**src/rtl/trace_pkg.sv**
```systemverilog
// Shared constants and types for the write-back trace transmitter.
package trace_pkg;

   localparam logic [7:0]  SYNC_BYTE     = 8'hA5;
   localparam int unsigned BYTES_PER_REC = 8;
   localparam int unsigned PC_W_DFLT     = 12;
   localparam int unsigned REC_W         = PC_W_DFLT + 37;

   typedef enum logic {
      ST_IDLE = 1'b0,
      ST_SEND = 1'b1
   } tx_state_e;

   // Record = {pc, rd[4:0], data[31:0]}
   function automatic int unsigned rec_width(input int unsigned pc_w);
      return pc_w + 37;
   endfunction

endpackage

```
**src/rtl/wb_trace_tx_if.sv**
```systemverilog
// Regfile write snoop inputs plus the outgoing valid/ready byte stream.
interface wb_trace_tx_if #(
   parameter int unsigned PC_W = 12
);
   logic            wb_we;
   logic [4:0]      wb_rd;
   logic [31:0]     wb_data;
   logic [PC_W-1:0] wb_pc;
   logic            tx_valid;
   logic [7:0]      tx_data;
   logic            tx_ready;

   modport master (
      input  wb_we, wb_rd, wb_data, wb_pc, tx_ready,
      output tx_valid, tx_data
   );

   modport slave (
      output wb_we, wb_rd, wb_data, wb_pc, tx_ready,
      input  tx_valid, tx_data
   );
endinterface

```
**src/rtl/trace_fifo.sv**
```systemverilog
// Show-ahead synchronous FIFO; requests that would overflow or underflow are ignored.
module trace_fifo
   import trace_pkg::*;
#(
   parameter int unsigned DEPTH  = 16,
   parameter int unsigned ADDR_W = 4,
   parameter int unsigned WIDTH  = REC_W
) (
   input  logic              clock,
   input  logic              reset,
   input  logic              push,
   input  logic              pop,
   input  logic [WIDTH-1:0]  din,
   output logic [WIDTH-1:0]  dout,
   output logic [ADDR_W:0]   level,
   output logic              full,
   output logic              empty
);

   logic [WIDTH-1:0]  mem_q [DEPTH];
   logic [ADDR_W-1:0] wptr_q, rptr_q;
   logic [ADDR_W:0]   level_q;
   logic              do_push, do_pop;

   assign empty   = (level_q == '0);
   assign full    = (level_q == (ADDR_W+1)'(DEPTH));
   assign do_pop  = pop && !empty;
   // A pop frees a slot in the same cycle, so a push into a full FIFO is legal then.
   assign do_push = push && (!full || do_pop);
   assign dout    = mem_q[rptr_q];
   assign level   = level_q;

   always_ff @(posedge clock) begin
      if (do_push) begin
         mem_q[wptr_q] <= din;
      end
   end

   always_ff @(posedge clock) begin
      if (!reset) begin
         wptr_q  <= '0;
         rptr_q  <= '0;
         level_q <= '0;
      end else begin
         if (do_push) wptr_q <= wptr_q + ADDR_W'(1);
         if (do_pop)  rptr_q <= rptr_q + ADDR_W'(1);
         case ({do_push, do_pop})
            2'b10:   level_q <= level_q + (ADDR_W+1)'(1);
            2'b01:   level_q <= level_q - (ADDR_W+1)'(1);
            default: level_q <= level_q;
         endcase
      end
   end

endmodule

```
**src/rtl/wb_trace_tx.sv**
```systemverilog
// Write-back trace transmitter: buffers regfile writes and emits 8-byte packets
// (A5, rd, pc16 hi/lo, data big-endian) on a valid/ready byte stream.
module wb_trace_tx
   import trace_pkg::*;
#(
   parameter int unsigned DEPTH  = 16,
   parameter int unsigned ADDR_W = 4,
   parameter int unsigned PC_W   = 12
) (
   input  logic             clock,
   input  logic             reset,
   input  logic             trace_en,
   input  logic             clr_stats,
   wb_trace_tx_if.master    bus,
   output logic [ADDR_W:0]  fifo_level,
   output logic [15:0]      drop_cnt,
   output logic             overflow
);

   localparam int unsigned RecW = rec_width(PC_W);

   logic            push_req, fifo_push, fifo_pop, fifo_full, fifo_empty, drop;
   logic [RecW-1:0] rec_in, fifo_dout, hold_q, hold_d;
   tx_state_e       state_q, state_d;
   logic [2:0]      idx_q, idx_d;
   logic [15:0]     drop_q, pc16;
   logic            ovf_q;
   logic [7:0]      tx_byte;

   assign push_req  = trace_en && bus.wb_we && (bus.wb_rd != 5'd0);
   assign rec_in    = {bus.wb_pc, bus.wb_rd, bus.wb_data};
   assign drop      = push_req && fifo_full && !fifo_pop;
   assign fifo_push = push_req && !drop;

   trace_fifo #(
      .DEPTH  (DEPTH),
      .ADDR_W (ADDR_W),
      .WIDTH  (RecW)
   ) u_fifo (
      .clock (clock),
      .reset (reset),
      .push  (fifo_push),
      .pop   (fifo_pop),
      .din   (rec_in),
      .dout  (fifo_dout),
      .level (fifo_level),
      .full  (fifo_full),
      .empty (fifo_empty)
   );

   always_comb begin
      state_d  = state_q;
      idx_d    = idx_q;
      hold_d   = hold_q;
      fifo_pop = 1'b0;
      case (state_q)
         ST_IDLE: begin
            if (!fifo_empty) begin
               fifo_pop = 1'b1;
               hold_d   = fifo_dout;
               idx_d    = 3'd0;
               state_d  = ST_SEND;
            end
         end
         ST_SEND: begin
            if (bus.tx_ready) begin
               if (idx_q != 3'(BYTES_PER_REC - 1)) begin
                  idx_d = idx_q + 3'd1;
               end else if (!fifo_empty) begin
                  // Chain straight into the next record: no idle bubble between packets.
                  fifo_pop = 1'b1;
                  hold_d   = fifo_dout;
                  idx_d    = 3'd0;
               end else begin
                  idx_d   = 3'd0;
                  state_d = ST_IDLE;
               end
            end
         end
         default: state_d = ST_IDLE;
      endcase
   end

   always_ff @(posedge clock) begin
      if (!reset) begin
         state_q <= ST_IDLE;
         idx_q   <= 3'd0;
         hold_q  <= '0;
      end else begin
         state_q <= state_d;
         idx_q   <= idx_d;
         hold_q  <= hold_d;
      end
   end

   always_ff @(posedge clock) begin
      if (!reset || clr_stats) begin
         drop_q <= 16'd0;
         ovf_q  <= 1'b0;
      end else if (drop) begin
         if (drop_q != 16'hFFFF) drop_q <= drop_q + 16'd1;
         ovf_q <= 1'b1;
      end
   end

   assign drop_cnt = drop_q;
   assign overflow = ovf_q;

   always_comb begin
      pc16 = 16'(hold_q[RecW-1:37]);
      case (idx_q)
         3'd0:    tx_byte = SYNC_BYTE;
         3'd1:    tx_byte = {3'b000, hold_q[36:32]};
         3'd2:    tx_byte = pc16[15:8];
         3'd3:    tx_byte = pc16[7:0];
         3'd4:    tx_byte = hold_q[31:24];
         3'd5:    tx_byte = hold_q[23:16];
         3'd6:    tx_byte = hold_q[15:8];
         default: tx_byte = hold_q[7:0];
      endcase
   end

   assign bus.tx_valid = (state_q == ST_SEND);
   assign bus.tx_data  = (state_q == ST_SEND) ? tx_byte : 8'h00;

endmodule

```
**src/flat_wrapper.sv**
```systemverilog
// flat-port wrapper written by rule: the top's interface ports become plain ports
module wb_trace_tx_flat import trace_pkg::*;
#(
   parameter int unsigned DEPTH  = 16,
   parameter int unsigned ADDR_W = 4,
   parameter int unsigned PC_W   = 12
)
  (clock, reset, trace_en, clr_stats, fifo_level, drop_cnt, overflow, bus_wb_we, bus_wb_rd, bus_wb_data, bus_wb_pc, bus_tx_ready, bus_tx_valid, bus_tx_data);
  wb_trace_tx_if #(.PC_W(PC_W)) bus_i ();
  input  logic clock;
  input  logic reset;
  input  logic trace_en;
  input  logic clr_stats;
  output logic [ADDR_W:0] fifo_level;
  output logic [15:0] drop_cnt;
  output logic overflow;
  input wire logic [$bits(bus_i.wb_we)-1:0] bus_wb_we;
  input wire logic [$bits(bus_i.wb_rd)-1:0] bus_wb_rd;
  input wire logic [$bits(bus_i.wb_data)-1:0] bus_wb_data;
  input wire logic [$bits(bus_i.wb_pc)-1:0] bus_wb_pc;
  input wire logic [$bits(bus_i.tx_ready)-1:0] bus_tx_ready;
  output wire logic [$bits(bus_i.tx_valid)-1:0] bus_tx_valid;
  output wire logic [$bits(bus_i.tx_data)-1:0] bus_tx_data;
  assign bus_i.wb_we = bus_wb_we;
  assign bus_i.wb_rd = bus_wb_rd;
  assign bus_i.wb_data = bus_wb_data;
  assign bus_i.wb_pc = bus_wb_pc;
  assign bus_i.tx_ready = bus_tx_ready;
  assign bus_tx_valid = bus_i.tx_valid;
  assign bus_tx_data = bus_i.tx_data;
  wb_trace_tx #(.DEPTH(DEPTH), .ADDR_W(ADDR_W), .PC_W(PC_W)) u_core (.clock(clock), .reset(reset), .trace_en(trace_en), .clr_stats(clr_stats), .bus(bus_i), .fifo_level(fifo_level), .drop_cnt(drop_cnt), .overflow(overflow));
endmodule
```
**config.mk**
```make
export PLATFORM = sky130hd
export DESIGN_NAME = wb_trace_tx_flat
export DESIGN_NICKNAME = d
export VERILOG_FILES = /design/src/rtl/trace_pkg.sv /design/src/rtl/wb_trace_tx_if.sv /design/src/rtl/trace_fifo.sv /design/src/rtl/wb_trace_tx.sv /design/src/flat_wrapper.sv
export SDC_FILE = /design/constraint.sdc
export NUM_CORES = 1
export LEC_CHECK = 0
export ABC_CLOCK_PERIOD_IN_PS = 21000
export CORE_ASPECT_RATIO = 0.6
export CORE_UTILIZATION = 50
export CTS_CLUSTER_DIAMETER = 80
export DETAILED_ROUTE_END_ITERATION = 10
export PLACE_DENSITY_LB_ADDON = 0.3
export SLEW_MARGIN = 20
export SYNTH_ARGS = -nofsm -noshare
export SYNTH_HDL_FRONTEND = slang
export SYNTH_SLANG_ARGS = --single-unit
```
**constraint.sdc**
```tcl
create_clock -name clock -period 21 [get_ports clock]
set_clock_uncertainty 0.1 [all_clocks]
set_input_delay 3.15 -clock clock [delete_from_list [all_inputs] [get_ports clock]]
set_output_delay 3.15 -clock clock [all_outputs]
set_load 0.05 [all_outputs]
```
## Word-level counts from Yosys, hierarchy flattened

Memories as Yosys holds them, arrays and structs flattened. A register that Yosys moved wholly into a read port is not among the register bits.
Cells that the tools add are included.

- Register bits: 83
- Memories: 1
- Output and inout bits: 31
- Memory bits (writable): 784
- Logic and storage cells: 73

Memories:

| memory | words | bits a word | rd ports | clocked after Yosys merged registers in | wr ports | line | source |
|---|---|---|---|---|---|---|---|
| u_core.u_fifo.mem_q | 16 | 49 | 1 | 1 | 1 | trace_fifo.sv:20 | `logic [WIDTH-1:0] mem_q [DEPTH];` |

- $add $sub $neg: 6
- Bitwise operators: 1
- Reduce and logical (&&, ||, !) cells: 21
- Equality and inequality tests: 14
- Mux-type cells: 22

Operators with widths:

| operator | count |
|---|---|
| 2-to-1 mux 49 bit | 3 |
| one-hot mux 49 bit (2 select lines) | 1 |
| one-hot mux 8 bit (7 select lines) | 1 |
| adder 16 x 1 -> 16 bit (second input constant) | 1 |
| != test 16 bit (second input constant) | 1 |
| one-hot mux 5 bit (2 select lines) | 1 |
| == test 3 bit (second input constant) | 3 |
| 2-to-1 mux 3 bit | 3 |
| adder 4 x 1 -> 4 bit (second input constant) | 2 |
| 2-to-1 mux 4 bit | 2 |
| 2-to-1 mux 8 bit | 1 |
| logical AND 1 bit | 7 |
| 2-to-1 mux 1 bit | 7 |
| == test 3 x 2 -> 1 bit (second input constant) | 2 |
| != test 2 bit (second input constant) | 3 |
| one-hot mux 3 bit (2 select lines) | 1 |
| AND reduction 2 bit | 3 |
| adder 5 x 1 -> 5 bit (second input constant) | 1 |
| == test 5 bit (second input constant) | 1 |
| zero test 1 bit | 5 |
| zero test 5 bit | 1 |
| nonzero test 5 bit | 1 |
| subtractor 5 x 1 -> 5 bit (second input constant) | 1 |
| one-hot mux 1 bit (2 select lines) | 2 |
| other kinds (9) | 10 |

## Depth between registers and ports, before layout

- Depth after elaboration: 12
- Mapped depth: 14

## By module

Synthesis repeated with hierarchy kept, for this count alone.

- Cell total of the unflattened synthesis: 1718
- Area, all modules: 33563.4 um^2

Modules (own cells, without submodules):

| module | seq. area each (um^2) | instances | area an instance (um^2) | cells each |
|---|---|---|---|---|
| trace_fifo | 23882.9 | 1 | 30290.3 | 1321 |
| wb_trace_tx | 1401.3 | 1 | 3273.1 | 397 |

## Worst setup path before layout

Ideal clock, no wire load.

- Kind: in2reg
- Start: in bus_wb_rd[1]
- End: mem u_core.u_fifo.mem_q[0][0] (netlist name), enable pin
- Library setup time: 0.578 ns
- Setup slack: 11.882 ns
- Required time: 20.322 ns
- Stages on the path: 5
- Buffers on the path: 1
- Data arrival time: 8.441 ns
- Path through: or3_1 > o311a_1 > buf_2 > nand2_1 > nor4_1

- Longest elaborated chain between the ends: 9

RTL lines:

| item | line | source |
|---|---|---|
| start, declared | flat_wrapper.sv:18 | `input wire logic [$bits(bus_i.wb_rd)-1:0] bus_wb_rd;` |
| nonzero test 5 bit (*) | wb_trace_tx.sv:30 | `assign push_req = trace_en && bus.wb_we && (bus.wb_rd != 5'd0);` |
| logical AND 1 bit (*) | wb_trace_tx.sv:30 |  |
| logical AND 1 bit (2 in series) | wb_trace_tx.sv:32 | `assign drop = push_req && fifo_full && !fifo_pop;` |
| zero test 1 bit | wb_trace_tx.sv:33 | `assign fifo_push = push_req && !drop;` |
| logical AND 1 bit (*) | wb_trace_tx.sv:33 |  |
| logical AND 1 bit (*) | trace_fifo.sv:29 | `assign do_push = push && (!full \|\| do_pop);` |
| 2-to-1 mux 1 bit (*) | trace_fifo.sv:34 | `if (do_push) begin` |
| 2-to-1 mux 1 bit (not written as such) (*) | trace_fifo.sv:35 | `mem_q[wptr_q] <= din;` |
| end, declared | trace_fifo.sv:20 |  |

Mark *: on every way between the ends. The rest lies on a longest branch, timed or not.

## Final worst setup path

- Start: reg u_core.idx_q[2]
- End: out bus_tx_data[3]

- Longest elaborated chain between the ends: 3
- Elaborated cells between the ends (all ways): 9
- Classes of those cells: eq/ne: 6; mux: 2; reduce/logical: 1

RTL lines:

| item | line | source |
|---|---|---|
| start, declared | wb_trace_tx.sv:25 | `logic [2:0] idx_q, idx_d;` |
| start signal, assigned | wb_trace_tx.sv:91 | `idx_q <= idx_d;` |
| == test 3 bit (tied with other cells) | wb_trace_tx.sv:111 | `case (idx_q)` |
| one-hot mux 8 bit (7 select lines) (*) | wb_trace_tx.sv:111 |  |
| 2-to-1 mux 8 bit (*) | wb_trace_tx.sv:124 | `assign bus.tx_data = (state_q == ST_SEND) ? tx_byte : 8'h00;` |
| end, declared | flat_wrapper.sv:23 | `output wire logic [$bits(bus_i.tx_data)-1:0] bus_tx_data;` |

Marked as above.

==> results_dict.tcl <==
set metrics [dict create \
    synth.mux.area_fraction_pct 13.5 \
    leakage_nw 11.6 \
    coreArea_mm2 0.0651 \
    die-area_mm2 0.0677 \
    yosys_warnings 0 \
    cap_violations 0 \
    reg2reg_setup_slack_ns 16.70 \
    finalCriticalPeriod_ns 7.56 \
    area_growth_pct 13.0 \
    whs_endpoint "u_core.overflow" \
    drt.antenna.violating_nets 0 \
    drt_iter0_drc 1977 \
    synth_top_family_by_area "multiplexers" \
    synth_fa_ha_area_share_pct 0.601 \
    die_w_um 335 \
    rsz0062_at_grt "no" \
    yosysSeqAreaShare_pct 75.8 \
    die_h_um 202 \
    vias 16600 \
    hpwl_mm 38.8 \
    first_global_vias 16600 \
    power_density_mw_per_mm2 112 \
    arrival_ns 4.31 \
    synth_xor_area_share_pct 0.289 \
    required_ns 17.75 \
    clkSinkCount 871 \
    fmax_mhz 132 \
    grt_pass1_wl_mm 108 \
    synthArstFlopShare_pct 0 \
    hold_class "reg -> reg" \
    grt_usage_pct 21.8 \
    grt_overflow 0 \
    synth-compound-area-share_pct 5.07 \
    place.gp.congestion 0.907 \
    period_share_pct 36.0 \
    setup_violations 0 \
    ys_top_cells_by_area "edfxtp_1 (71%), mux4_2 (13%), dfxtp_1 (5.2%)" \
    crit_fanout 18 \
    drive_above_1_share_pct 20.2 \
    grt_antenna_before_repair 5 \
    synth.avg_cell_area_um2 20.0 \
    critPathCaptureType "primary output" \
    cts_setup_buffers 0 \
    yosysTopAreaCell "edfxtp_1" \
    worst_slew_pin_slew_ns 1.04 \
    cts.clk_slew.worst_paths_ns 0.06 \
    synth.most_common_cell "edfxtp_1" \
    start_kind "flip-flop" \
    critPathKind "reg -> out" \
    finalMaxSlewViolations 0 \
    netlist_area_mm2 0.0333 \
    hold_buffers 0 \
    cts_buffers 78 \
    cts_buffer_depth 3 \
    wl_per_cell_um 26.9 \
    slew_headroom_pct 30.5 \
    drt_first_pass_iters 7 \
    clock-root-buffer "clkbuf_16" \
    synth_seq_cells 871 \
    reg2regPathDepth 6 \
    synth-edff-count 784 \
    yosys.cell_types.count 54 \
    initial_core_util_pct 51.2 \
    ir_worst_vdd_v 0.0000833 \
    port_buffers 85 \
    status "finished clean" \
    design_area_mm2 0.0377 \
    synth_flop_cell "edfxtp_1" \
    htreeDepth 3 \
    synth_common_cells "edfxtp_1 (784), mux4_2 (196), a22o_1 (100)" \
    synth_simple_gate_area_share_pct 3.26 \
    min_path_cells 2 \
    synth_top_area_share_pct 70.6 \
    grt_max_degree 73 \
    final-hold-violation-count 0 \
    via_per_inst 6.13 \
    cts_resized 0 \
    synthCells 1665 \
    clkLatencyLatePin_ns 0.63 \
    n_antenna_cell 0 \
    tritoncts "built" \
    ios 86 \
    layout.nets 1827 \
    drc 0 \
    final.setup.tns_ns 0 \
    timing.rr.end "u_core.hold_q[2]" \
    min_from "u_core.overflow" \
    placed_area_mm2 0.0352 \
    synth.net_count 1736 \
    num_rows 72 \
    drt_wl_total_mm 72.7 \
]
[worst max path at each step]
stage | cells after the start | to | startpoint | slack [ns]
after floorplan | 5 | u_core.u_fifo.mem_q[0][0] | bus_wb_rd[1] | 11.88
after global placement | 12 | u_core.u_fifo.level[4] | bus_wb_rd[1] | 13.99
after detailed placement | 12 | u_core.u_fifo.level[4] | bus_wb_rd[1] | 13.95
after CTS | 6 | bus_tx_data[3] | u_core.idx_q[2] | 13.56
after global routing | 6 | bus_tx_data[7] | u_core.idx_q[2] | 13.27
final | 6 | bus_tx_data[3] | u_core.idx_q[2] | 13.44
[stage by stage]
stage	util [%]	hold slack (ns)	std cells	setup WS, ns	power (mW)
3_5_place_dp	54.0	0.361	2564	13.95	2.84
6_report	57.8	0.376	2706	13.44	4.20
2_1_floorplan	-	0.343	1665	11.88	2.60
5_1_grt	57.8	0.406	2706	13.27	4.35
3_3_place_gp	54.0	0.364	2564	13.99	2.82
4_1_cts	57.8	0.375	2706	13.56	4.22
[cell usage in the layout (no fill, tap or decap), types with 13 or more instances in the layout]
master           Yosys  layout
clkdlybuf4s50_1      0      84
nor2_1              65      60
ha_1                16      16
inv_1               13      13
clkbuf_1            65      23
nand3_1             14      14
a22o_1             100     100
nand2_1             77      76
buf_4                0      26
dfxtp_1             87      85
edfxtp_1           784     784
a21oi_1             20      20
mux4_2             196     196
clkbuf_16            0      81
o22ai_1             50      50
clkinv_2             0      13
[kinds of logic (layout without fill, tap and decap cells)]
kind of cell | count (synthesis) | after routing
flops | 871 | 871
simple gates | 227 | 227
compound gates | 222 | 222
mux | 204 | 204
buf+inv | 114 | 267
fa+ha+maj | 16 | 16
xor+xnor | 11 | 11
[metal layers]
metal | up-vias | share of wire, % | track usage (%)
met5 | - | 0.085 | 0
met4 | 10 | 1.9 | 5.48
met3 | 112 | 8.8 | 5.27
met2 | 709 | 45 | 32.2
met1 | 8673 | 44 | 32.7
li1 | 7080 | - | -
[state kept, by name (all words and copies together) (netlist names), named ones only]
signal / count
u_core.u_fifo.rptr_q: 4
u_core.u_fifo.mem_q: 784
u_core.hold_q: 49
u_core.idx_q: 3
u_core.overflow: 1
u_core.bus.tx_valid: 1
u_core.drop_cnt: 16
u_core.u_fifo.level: 5
u_core.u_fifo.wptr_q: 4
[final cells by class]
| type | instances | area (um2) |
|---|---|---|
| clock buffers | 105 | 2130 |
| clock inverters | 37 | 342 |
| fillers | 4650 | 27500 |
| inverters | 14 | 52.6 |
| multi-input cells | 680 | 7690 |
| flip-flops and latches | 871 | 25300 |
| well taps | 888 | 1110 |
| repair buffers | 111 | 1040 |
[worst max-delay path, cell delays in order (launching register included)]
cell	delay (ns)
dfxtp_1	0.71
inv_1	0.21
ha_1	0.37
nor4_2	0.72
a222oi_1	0.29
a21oi_1	0.46
clkdlybuf4s50_1	0.90
[power by group]
| group | switching [mW] | total, mW | internal (mW) |
|---|---|---|---|
| clock | 0.619 | 1.40 | 0.779 |
| combinational | 0.407 | 0.766 | 0.359 |
| sequential | 0.0824 | 2.04 | 1.95 |
(Power assumes the default switching activity.)
